$ cat src/rtl/bnc_kind_stack.sv
// MAX_DEPTH x 1-bit LIFO of open-pair kinds; caller guarantees no push when full or pop when empty.
module bnc_kind_stack #(
    parameter int MAX_DEPTH = 16,
    parameter int DW        = $clog2(MAX_DEPTH + 1)
) (
    input  logic          clk,
    input  logic          reset,
    input  logic          push,
    input  logic          pop,
    input  logic          push_kind,
    output logic          top,
    output logic [DW-1:0] count,
    output logic          empty,
    output logic          full
);

    logic [MAX_DEPTH-1:0] mem_r;
    logic [DW-1:0]        count_r;
    logic                 top_s;

    assign empty = (count_r == '0);
    assign full  = (count_r == DW'(MAX_DEPTH));
    assign count = count_r;
    assign top   = top_s;

    // Entry storage: a push writes the slot just above the current top.
    always_ff @(posedge clk or posedge reset) begin
        if (reset) begin
            mem_r <= '0;
        end else begin
            for (int i = 0; i < MAX_DEPTH; i++) begin
                if (push && !full && count_r == DW'(i)) mem_r[i] <= push_kind;
            end
        end
    end

    // Occupancy counter.
    always_ff @(posedge clk or posedge reset) begin
        if (reset) count_r <= '0;
        else if (push && !full) count_r <= count_r + DW'(1);
        else if (pop && !empty) count_r <= count_r - DW'(1);
        else count_r <= count_r;
    end

    // Top-of-stack read mux.
    always_comb begin
        top_s = 1'b0;
        for (int i = 0; i < MAX_DEPTH; i++) begin
            top_s = top_s | ((count_r == DW'(i + 1)) & mem_r[i]);
        end
    end

endmodule

$ cat config.mk
export PLATFORM = sky130hd
export DESIGN_NAME = bnc_kind_stack
export DESIGN_NICKNAME = d
export VERILOG_FILES = /design/src/rtl/bnc_kind_stack.sv
export SDC_FILE = /design/constraint.sdc
export NUM_CORES = 1
export LEC_CHECK = 0
export CAP_MARGIN = 20
export CORE_ASPECT_RATIO = 1.2
export CORE_UTILIZATION = 50
export DETAILED_ROUTE_END_ITERATION = 7
export GPL_TIMING_DRIVEN = 0
export HOLD_SLACK_MARGIN = 0.03
export PLACE_DENSITY_LB_ADDON = 0.05
export SETUP_SLACK_MARGIN = 0.05
export SYNTH_ARGS = -nofsm -noshare
export SYNTH_HDL_FRONTEND = slang
export SYNTH_SLANG_ARGS = --single-unit
$ cat constraint.sdc
create_clock -name clk -period 1.9 [get_ports clk]
set_input_delay 0.475 -clock clk [delete_from_list [all_inputs] [get_ports clk]]
set_output_delay 0.475 -clock clk [all_outputs]
set_load 0.02 [all_outputs]
==> results of run 1 <==
-- per-stage QoR --
| stage | utilization (%) | hold WS (ns) | TNS, ns |
|---|---|---|---|
| 2_1_floorplan | - | 0.451 | -0.0570 |
| 3_3_place_gp | 65.6 | 0.478 | -4.83 |
| 3_5_place_dp | 65.6 | 0.488 | -5.67 |
| 4_1_cts | 69.8 | 0.522 | -0.828 |
| 5_1_grt | 71.1 | 0.541 | -1.09 |
| 6_report | 71.1 | 0.517 | -0.908 |
-- kinds of logic after synthesis --
kind of cell	Yosys count	share of synthesized area, %
flops	21	41.5
xor+xnor	3	2.08
buf+inv	11	4.05
mux	18	15.8
simple gates	46	19.1
compound gates	17	11.5
fa+ha+maj	6	5.93
-- cells in the mapped netlist, types with 3 or more instances --
library cell  count
mux2_2           11
nor2_1           14
inv_1             3
nand3b_1          3
nand2_1          12
clkbuf_1          3
mux2_1            5
nand3_1           3
dfrtp_1          21
ha_1              6
-- power by group through the flow --
stage / clock (mW) / combinational, mW / sequential, mW
global placement: 0 / 1.36 / 0.853
global route: 0.250 / 1.72 / 0.881
CTS: 0.226 / 1.54 / 0.849
floorplan: 0 / 0.968 / 0.886
finish: 0.232 / 1.60 / 0.856
detailed placement: 0 / 1.40 / 0.864
-- layout make-up --
cell class	instances	area [um^2]	area share (%)
flip-flops and latches	21	529	32.0
inverters	4	17.5	1.06
multi-input cells	90	835	50.4
clock buffers	4	26.3	1.59
well taps	31	38.8	2.34
repair buffers	20	174	10.5
plain buffers	6	35.0	2.12
-- state kept, by name, summed over array words and instances (netlist names) --
register,cells
mem_r,16
count,5
-- cells in the final DEF, fill, tap and decap left out, types with 2 or more instances in the layout --
cell             netlist  layout
xnor2_1                2       2
clkbuf_2               0       2
inv_2                  1       2
dlygate4sd2_1          0       5
nand2b_1               2       2
buf_2                  2       2
clkdlybuf4s50_1        0       4
mux2_2                11      11
a21oi_1                2       2
clkbuf_1               3       2
buf_4                  0       9
buf_6                  1       2
nand3_1                3       3
dfrtp_2                0       3
ha_4                   0       5
nor2_1                14      14
nand3b_1               3       3
dfrtp_1               21      18
clkbuf_4               0       3
nand2_1               12      12
a22oi_2                0       2
mux2_1                 5       5
-- final timing paths --
| path | to | slack, ns | cells past startpoint | startpoint |
|---|---|---|---|---|
| min | mem_r[11] | 0.52 | 1 | mem_r[11] |
| min reg2reg | mem_r[11] | 0.52 | 1 | mem_r[11] |
| max in group asynchronous | count[3] | 0.76 | 2 | reset |
| max | top | -0.53 | 6 | count[0] |
| min in group asynchronous | mem_r[3] | 0.59 | 2 | reset |
| max reg2reg | count[2] | 0.13 | 7 | count[0] |
-- timing repair --
item	CTS	global route
gates cloned	0	0
setup endpoints to repair	13	6
pin swaps	8	3
hold endpoints to repair	0	0
setup buffers	6	2
gates resized for setup	27	4
-- routing by layer --
layer	vias to the layer above	routed length, um
li1	484	-
met1	503	1310
met2	17	1560
met3	5	84
met4	0	46
met5	-	0
==> results.py, run 1 <==
metrics = {
    "clock_network": {
        "insertion_delay_ns": 0.32,
        "ctsLongestPathBuffers": 2,
        "cts_max_level": 1,
        "cts_sinks": 21,
        "clk_pin_slew_ns": 0.12,
        "cts_tree": "done",
        "cts_root_buffer": "clkbuf_4",
        "hold_buffers": 0,
        "cts-buffers-inserted": 3,
    },
    "sta": {
        "fmax_ghz": 0.411,
        "period_share_pct": 128,
        "rsz0062_at_grt": "yes",
        "finalClockSkew_ns": 0.00172,
        "slew_viol_final": 0,
        "slew_headroom_pct": 46.2,
        "period_minus_slack_ns": 2.43,
        "worstMarginPinSlew_ns": 0.806,
        "fin_ws_ns": -0.532,
        "hold_viol_final": 0,
        "finalSetupViolCount": 3,
    },
    "yosys": {
        "synth_top_cell_by_area": "dfrtp_1",
        "netlist_area_um2": 1260,
        "ys_seq_area_share_pct": 41.5,
        "synth.top_cells.by_area": "dfrtp_1, mux2_2, ha_1",
        "synthFlopType": "dfrtp_1",
        "synth_fp_nets": 133,
        "synth-seq-cells": 21,
        "yosysWarnings": 0,
        "yosys.area.top_type_share_pct": 41.5,
        "syn_area_per_cell_um2": 10.4,
        "synth-edff-count": 0,
        "syn-instance-count": 122,
        "async_flop_share_pct": 100,
        "synthDistinctLibCells": 42,
    },
    "finish": {
        "fin_area_um2": 1660,
        "fillerInstances": 186,
        "drive_above_1_share_pct": 38.6,
        "syn2layout_area_growth_pct": 30.9,
        "stdcell_count": 176,
        "num-nets-final": 157,
        "antenna_cells": 0,
    },
    "place": {
        "portBuffers": 12,
        "gp_congestion": 0.898,
        "place_inst": 165,
        "dp_hpwl_mm": 2.01,
        "placed_area_um2": 1530,
        "preCtsSetupSlack_ns": -0.668,
    },
    "setup_path": {
        "crit_family": "compound AO/OA/AOI/OAI gates",
        "startpoint_type": "register",
        "crit_path_max_incr_delay_ns": 0.47,
        "end_kind": "output port",
        "cp_max_fo": 9,
        "required_ns": 1.42,
        "worstPathCellList": "inv_2 -> ha_4 -> a222oi_1 -> o211a_1 -> o31ai_4 -> buf_6",
        "crit_buf_inv": 2,
        "worstSetupPathType": "reg2out",
        "slowest_stage": "dfrtp_2",
        "arrival_ns": 1.96,
    },
    "die": {
        "io_pins": 13,
        "die_w_um": 47.9,
        "die_area_um2": 2740,
        "initial_utilization_pct": 54.3,
        "num_rows": 19,
        "die_h_um": 57.1,
        "core_area_um2": 2330,
    },
    "drt": {
        "drc": 0,
        "vias": 1009,
        "ant_nets": 0,
        "wl_per_cell_um": 17.1,
        "viasPerCell": 5.73,
        "initialDrtViolationCount": 21,
        "drt_wl_total_mm": 3.01,
        "drtPass1Iterations": 4,
    },
    "grt": {
        "grt_pass1_vias": 1057,
        "antenna_found_initial": 0,
        "grt_start_max_net_pins": 22,
        "met3_usage_pct": 2.85,
        "gr-usage-met2_pct": 43.6,
        "grt-ovfl-total": 0,
        "use_met1_pct": 32.4,
        "top_usage_layer": "met2",
        "grt_pass1_wl_mm": 4.89,
        "track_usage_pct": 25.5,
    },
    "power": {
        "p_per_area_nw_per_um2": 1630,
        "power_frac_seq_pct": 31.8,
        "switchingPower_mw": 1.17,
        "p_leak_nw": 0.678,
        "power_mw": 2.69,
        "internal_power_mw": 1.52,
        "vdd_ir_drop_max_v": 0.000906,
        "combPwrFrac_pct": 59.6,
        "p_sw_share_pct": 43.6,
        "clockPowerShare_pct": 8.6,
    },
    "run": {
        "maxCapViolCount": 0,
    },
    "outcome": {
        "status": "finished with violations",
        "violations": "setup timing",
    },
    "worst_hold_path": {
        "hold_path.class": "reg2reg",
    },
}
Note: power is estimated with default switching activity, not from simulation.
==> run 2, diff against run 1 <==
--- a/config.mk
+++ b/config.mk
@@ -7,7 +7,8 @@
 export LEC_CHECK = 0
 export CAP_MARGIN = 20
 export CORE_ASPECT_RATIO = 1.2
-export CORE_UTILIZATION = 50
+export CORE_UTILIZATION = 52
+export CTS_BUF_LIST = sky130_fd_sc_hd__clkbuf_4
 export DETAILED_ROUTE_END_ITERATION = 7
 export GPL_TIMING_DRIVEN = 0
 export HOLD_SLACK_MARGIN = 0.03
==> results.py, run 2 (synthesis results as in run 1) <==
metrics = {
    "grt": {
        "track_usage_pct": 25.9,
        "met3_usage_pct": 4.22,
        "gr-usage-met2_pct": 39.3,
        "top_usage_layer": "met2",
        "grt_pass1_wl_mm": 4.80,
        "grt-ovfl-total": 0,
        "grt_start_max_net_pins": 22,
        "antenna_found_initial": 0,
        "grt_pass1_vias": 1040,
        "use_met1_pct": 35.1,
    },
    "sta": {
        "finalClockSkew_ns": 0.00427,
        "period_share_pct": 127,
        "fin_hold_ws_ns": 0.521,
        "fin_ws_ns": -0.511,
        "fmax_ghz": 0.415,
        "slew_viol_final": 0,
        "hold_viol_final": 0,
        "period_minus_slack_ns": 2.41,
        "slew_headroom_pct": 46.0,
        "worstMarginPinSlew_ns": 0.809,
        "finalSetupViolCount": 3,
        "rsz0062_at_grt": "yes",
    },
    "finish": {
        "syn2layout_area_growth_pct": 35.5,
        "seq_area_um2": 529,
        "num-nets-final": 161,
        "multi_input_area_um2": 857,
        "drive_above_1_share_pct": 43.0,
        "fillerInstances": 155,
        "layout_common_cells": "dfrtp_1, nor2_1, buf_4",
        "fin_area_um2": 1710,
        "antenna_cells": 0,
        "regMostFlops": "mem_r",
        "layout_commonest_cell": "dfrtp_1",
        "final_util_pct": 74.3,
        "largest_reg_flops": 16,
    },
    "power": {
        "power_mw": 2.80,
        "p_leak_nw": 0.712,
        "p_per_area_nw_per_um2": 1630,
        "p_sw_share_pct": 43.1,
        "clockPowerShare_pct": 8.2,
        "power_frac_seq_pct": 31.0,
        "vdd_ir_drop_max_v": 0.00165,
        "internal_power_mw": 1.59,
        "combPwrFrac_pct": 60.8,
        "switchingPower_mw": 1.21,
    },
    "setup_path": {
        "cp_max_fo": 7,
        "worstSetupPathType": "reg2out",
        "startpoint_type": "register",
        "end_kind": "output port",
        "required_ns": 1.42,
        "arrival_ns": 1.94,
    },
    "drt": {
        "viasPerCell": 5.73,
        "wl_per_cell_um": 16.6,
        "vias": 1031,
        "ant_nets": 0,
        "drc": 0,
        "drtPass1Iterations": 4,
        "drt_wl_total_mm": 2.98,
        "initialDrtViolationCount": 35,
    },
    "clock_network": {
        "clk_pin_slew_ns": 0.12,
        "insertion_delay_ns": 0.32,
        "cts_sinks": 21,
        "hold_buffers": 0,
        "cts_tree": "done",
        "cts_max_level": 1,
        "ctsLongestPathBuffers": 2,
        "cts-buffers-inserted": 3,
        "cts_root_buffer": "clkbuf_4",
    },
    "run": {
        "maxCapViolCount": 0,
    },
    "die": {
        "die_area_um2": 2630,
        "num_rows": 19,
        "die_w_um": 47.0,
        "core_area_um2": 2310,
        "io_pins": 13,
        "die_h_um": 56.0,
        "initial_utilization_pct": 54.9,
    },
    "place": {
        "preCtsSetupSlack_ns": -0.608,
        "placed_area_um2": 1530,
        "gp_congestion": 0.768,
        "dp_hpwl_mm": 2.00,
        "portBuffers": 12,
    },
    "worst_hold_path": {
        "hold_path.class": "reg2reg",
    },
    "outcome": {
        "status": "finished with violations",
        "violations": "setup timing",
    },
}
## run 2: repair_timing
item,in CTS,in global routing
resized for setup,25,19
setup endpoints to repair,14,9
pin swaps,5,6
setup buffers,9,3
## run 2: through the flow
step,std cells,setup TNS [ns]
3_5_place_dp,165,-5.59
5_1_grt,180,-0.939
6_report,180,-0.797
3_3_place_gp,165,-4.80
2_1_floorplan,122,-0.0570
4_1_cts,178,-0.860
## run 2: power by group through the flow
stage | logic, mW | registers, mW | clock network [mW]
after floorplan | 0.968 | 0.886 | 0
after global placement | 1.36 | 0.853 | 0
after detailed placement | 1.38 | 0.867 | 0
after CTS | 1.52 | 0.844 | 0.228
after global routing | 1.82 | 0.896 | 0.252
final | 1.70 | 0.869 | 0.229
## run 2: worst max-delay path, stage by stage, from the launching register on
cell and delay [ns]:
dfrtp_2 0.50, ha_4 0.22, and3_4 0.19, ha_4 0.16, a221oi_4 0.30, o31ai_4 0.11
buf_6 0.14
## run 2: layer usage
layer / wire (um) / vias to the layer above / share of wire, %
met5: 0 / - / 0
met4: 58 / 0 / 1.9
met3: 63 / 5 / 2.1
met2: 1560 / 18 / 52
met1: 1300 / 519 / 44
li1: - / 489 / -
## run 2: final cells by class
| class | instances | area share [%] |
|---|---|---|
| tap | 31 | 2.26 |
| clock inverter | 1 | 0.292 |
| multi-input combinational | 90 | 50.0 |
| clock buffer | 3 | 1.31 |
| timing repair buffer | 24 | 11.9 |
| buffer | 6 | 2.19 |
| inverter | 4 | 1.17 |
| sequential | 21 | 30.9 |
## run 2: worst paths after layout
| kind | startpoint | end | slack (ns) | cells after the start |
|---|---|---|---|---|
| min reg2reg | mem_r[6] | mem_r[6] | 0.52 | 1 |
| max in group asynchronous | reset | count[1] | 0.76 | 2 |
| max reg2reg | count[0] | mem_r[15] | 0.11 | 8 |
| min in group asynchronous | reset | mem_r[7] | 0.59 | 2 |
| min | mem_r[6] | mem_r[6] | 0.52 | 1 |
| max | count[0] | top | -0.51 | 6 |
==> run 3, diff against run 2 <==
--- a/config.mk
+++ b/config.mk
@@ -7,11 +7,12 @@
 export LEC_CHECK = 0
 export CAP_MARGIN = 20
 export CORE_ASPECT_RATIO = 1.2
+export CORE_MARGIN = 1.5
 export CORE_UTILIZATION = 52
 export CTS_BUF_LIST = sky130_fd_sc_hd__clkbuf_4
+export CTS_CLUSTER_SIZE = 8
 export DETAILED_ROUTE_END_ITERATION = 7
 export GPL_TIMING_DRIVEN = 0
-export HOLD_SLACK_MARGIN = 0.03
 export PLACE_DENSITY_LB_ADDON = 0.05
 export SETUP_SLACK_MARGIN = 0.05
 export SYNTH_ARGS = -nofsm -noshare
==> results.py, run 3 (synthesis results as in run 1) <==
metrics = {
    "drt": {
        "ant_nets": 0,
        "wl_per_cell_um": 16.8,
        "viasPerCell": 5.71,
        "drc": 0,
        "vias": 1050,
        "drtPass1Iterations": 4,
        "initialDrtViolationCount": 36,
        "drt_wl_total_mm": 3.09,
    },
    "grt": {
        "grt_start_max_net_pins": 22,
        "grt-ovfl-total": 0,
        "antenna_found_initial": 0,
        "track_usage_pct": 25.6,
        "grt_pass1_vias": 1091,
        "grt_pass1_wl_mm": 5.01,
    },
    "finish": {
        "drive_above_1_share_pct": 45.8,
        "num-nets-final": 165,
        "layout_commonest_cell": "dfrtp_1",
        "final_util_pct": 78.3,
        "antenna_cells": 0,
        "regMostFlops": "mem_r",
        "stdcell_count": 184,
        "largest_reg_flops": 16,
        "fillerInstances": 145,
        "seq_area_um2": 529,
        "multi_input_area_um2": 882,
        "syn2layout_area_growth_pct": 42.7,
        "fin_area_um2": 1810,
        "layout_common_cells": "dfrtp_1, nor2_1, buf_4",
    },
    "clock_network": {
        "cts_sinks": 21,
        "clk_pin_slew_ns": 0.12,
        "cts_max_level": 1,
        "ctsLongestPathBuffers": 2,
        "cts_tree": "done",
        "insertion_delay_ns": 0.32,
        "cts-buffers-inserted": 3,
        "cts_root_buffer": "clkbuf_4",
    },
    "die": {
        "num_rows": 19,
        "io_pins": 13,
        "die_h_um": 57.0,
        "die_w_um": 48.0,
        "die_area_um2": 2740,
        "core_area_um2": 2310,
        "initial_utilization_pct": 54.9,
    },
    "sta": {
        "slew_headroom_pct": 46.4,
        "finalClockSkew_ns": 0.00158,
        "worstMarginPinSlew_ns": 0.803,
        "hold_viol_final": 0,
        "fmax_ghz": 0.413,
        "rsz0062_at_grt": "yes",
        "finalSetupViolCount": 3,
        "slew_viol_final": 0,
        "fin_ws_ns": -0.523,
        "period_minus_slack_ns": 2.42,
        "fin_hold_ws_ns": 0.521,
        "tns_ns": -0.836,
        "period_share_pct": 128,
    },
    "setup_path": {
        "worstPathCellList": "ha_4 -> and3_4 -> ha_4 -> a221oi_4 -> o31ai_4 -> buf_6",
        "crit_path_max_incr_delay_ns": 0.50,
        "cp_max_fo": 7,
        "startpoint_type": "register",
        "arrival_ns": 1.95,
        "required_ns": 1.42,
        "slowest_stage": "dfrtp_2",
        "crit_top_cell": "ha_4",
        "end_kind": "output port",
        "worstSetupPathType": "reg2out",
    },
    "outcome": {
        "violations": "setup timing",
        "status": "finished with violations",
    },
    "place": {
        "dp_hpwl_mm": 1.95,
        "place_inst": 165,
        "placed_area_um2": 1530,
        "gp_congestion": 0.761,
        "portBuffers": 12,
    },
    "power": {
        "p_per_area_nw_per_um2": 1660,
        "vdd_ir_drop_max_v": 0.00132,
        "p_leak_nw": 0.756,
    },
    "run": {
        "maxCapViolCount": 0,
    },
    "worst_hold_path": {
        "hold_path.class": "reg2reg",
    },
}
## run 3: layer usage
metal	track usage, %	part of all wire, %	vias up
met5	0	0	-
met4	11.6	2.0	0
met3	3.16	2.3	6
met2	39.4	51	23
met1	35.0	45	519
li1	-	-	502
## run 3: repair_timing
item	CTS	global route
endpoints found under the setup margin	12	8
pin swaps	12	8
hold buffers	0	0
resized for setup	37	12
setup buffers	13	3
## run 3: final timing paths
path	from	endpoint	slack [ns]	depth (start not counted)
max in group asynchronous	reset	count[3]	0.76	2
min in group asynchronous	reset	mem_r[2]	0.59	2
worst max-delay path	count[0]	top	-0.52	6
worst min-delay path	mem_r[1]	mem_r[1]	0.52	1
worst max register to register	count[0]	mem_r[15]	0.03	9
worst min register to register	mem_r[1]	mem_r[1]	0.52	1
## run 3: stage by stage
stage,power [mW],worst slack [ns]
detailed placement,2.25,-0.604
CTS,2.83,-0.515
floorplan,1.85,-0.0570
global placement,2.21,-0.597
finish,3.00,-0.523
global route,3.18,-0.569
## run 3: power breakdown
part / internal [mW] / total [mW] / switching [mW]
Clock: 0.0790 / 0.229 / 0.150
Sequential: 0.659 / 0.868 / 0.210
Combinational: 0.989 / 1.90 / 0.913
## run 3: final cells by class
class / count / area share (%)
inverters: 4 / 1.11
multi-input cells: 90 / 48.9
flip-flops and latches: 21 / 29.3
repair buffers: 28 / 15.0
well taps: 31 / 2.15
plain buffers: 6 / 2.08
clock inverters: 1 / 0.277
clock buffers: 3 / 1.25
## run 3: critical path, delay by kind of cell (launching register included)
kind,cells,cell delay (ns)
AOI/OAI and AO/OA,2,0.41
adders and majority gates,2,0.39
buffers and inverters,1,0.14
DFF,1,0.50
and+or+nand+nor,1,0.19
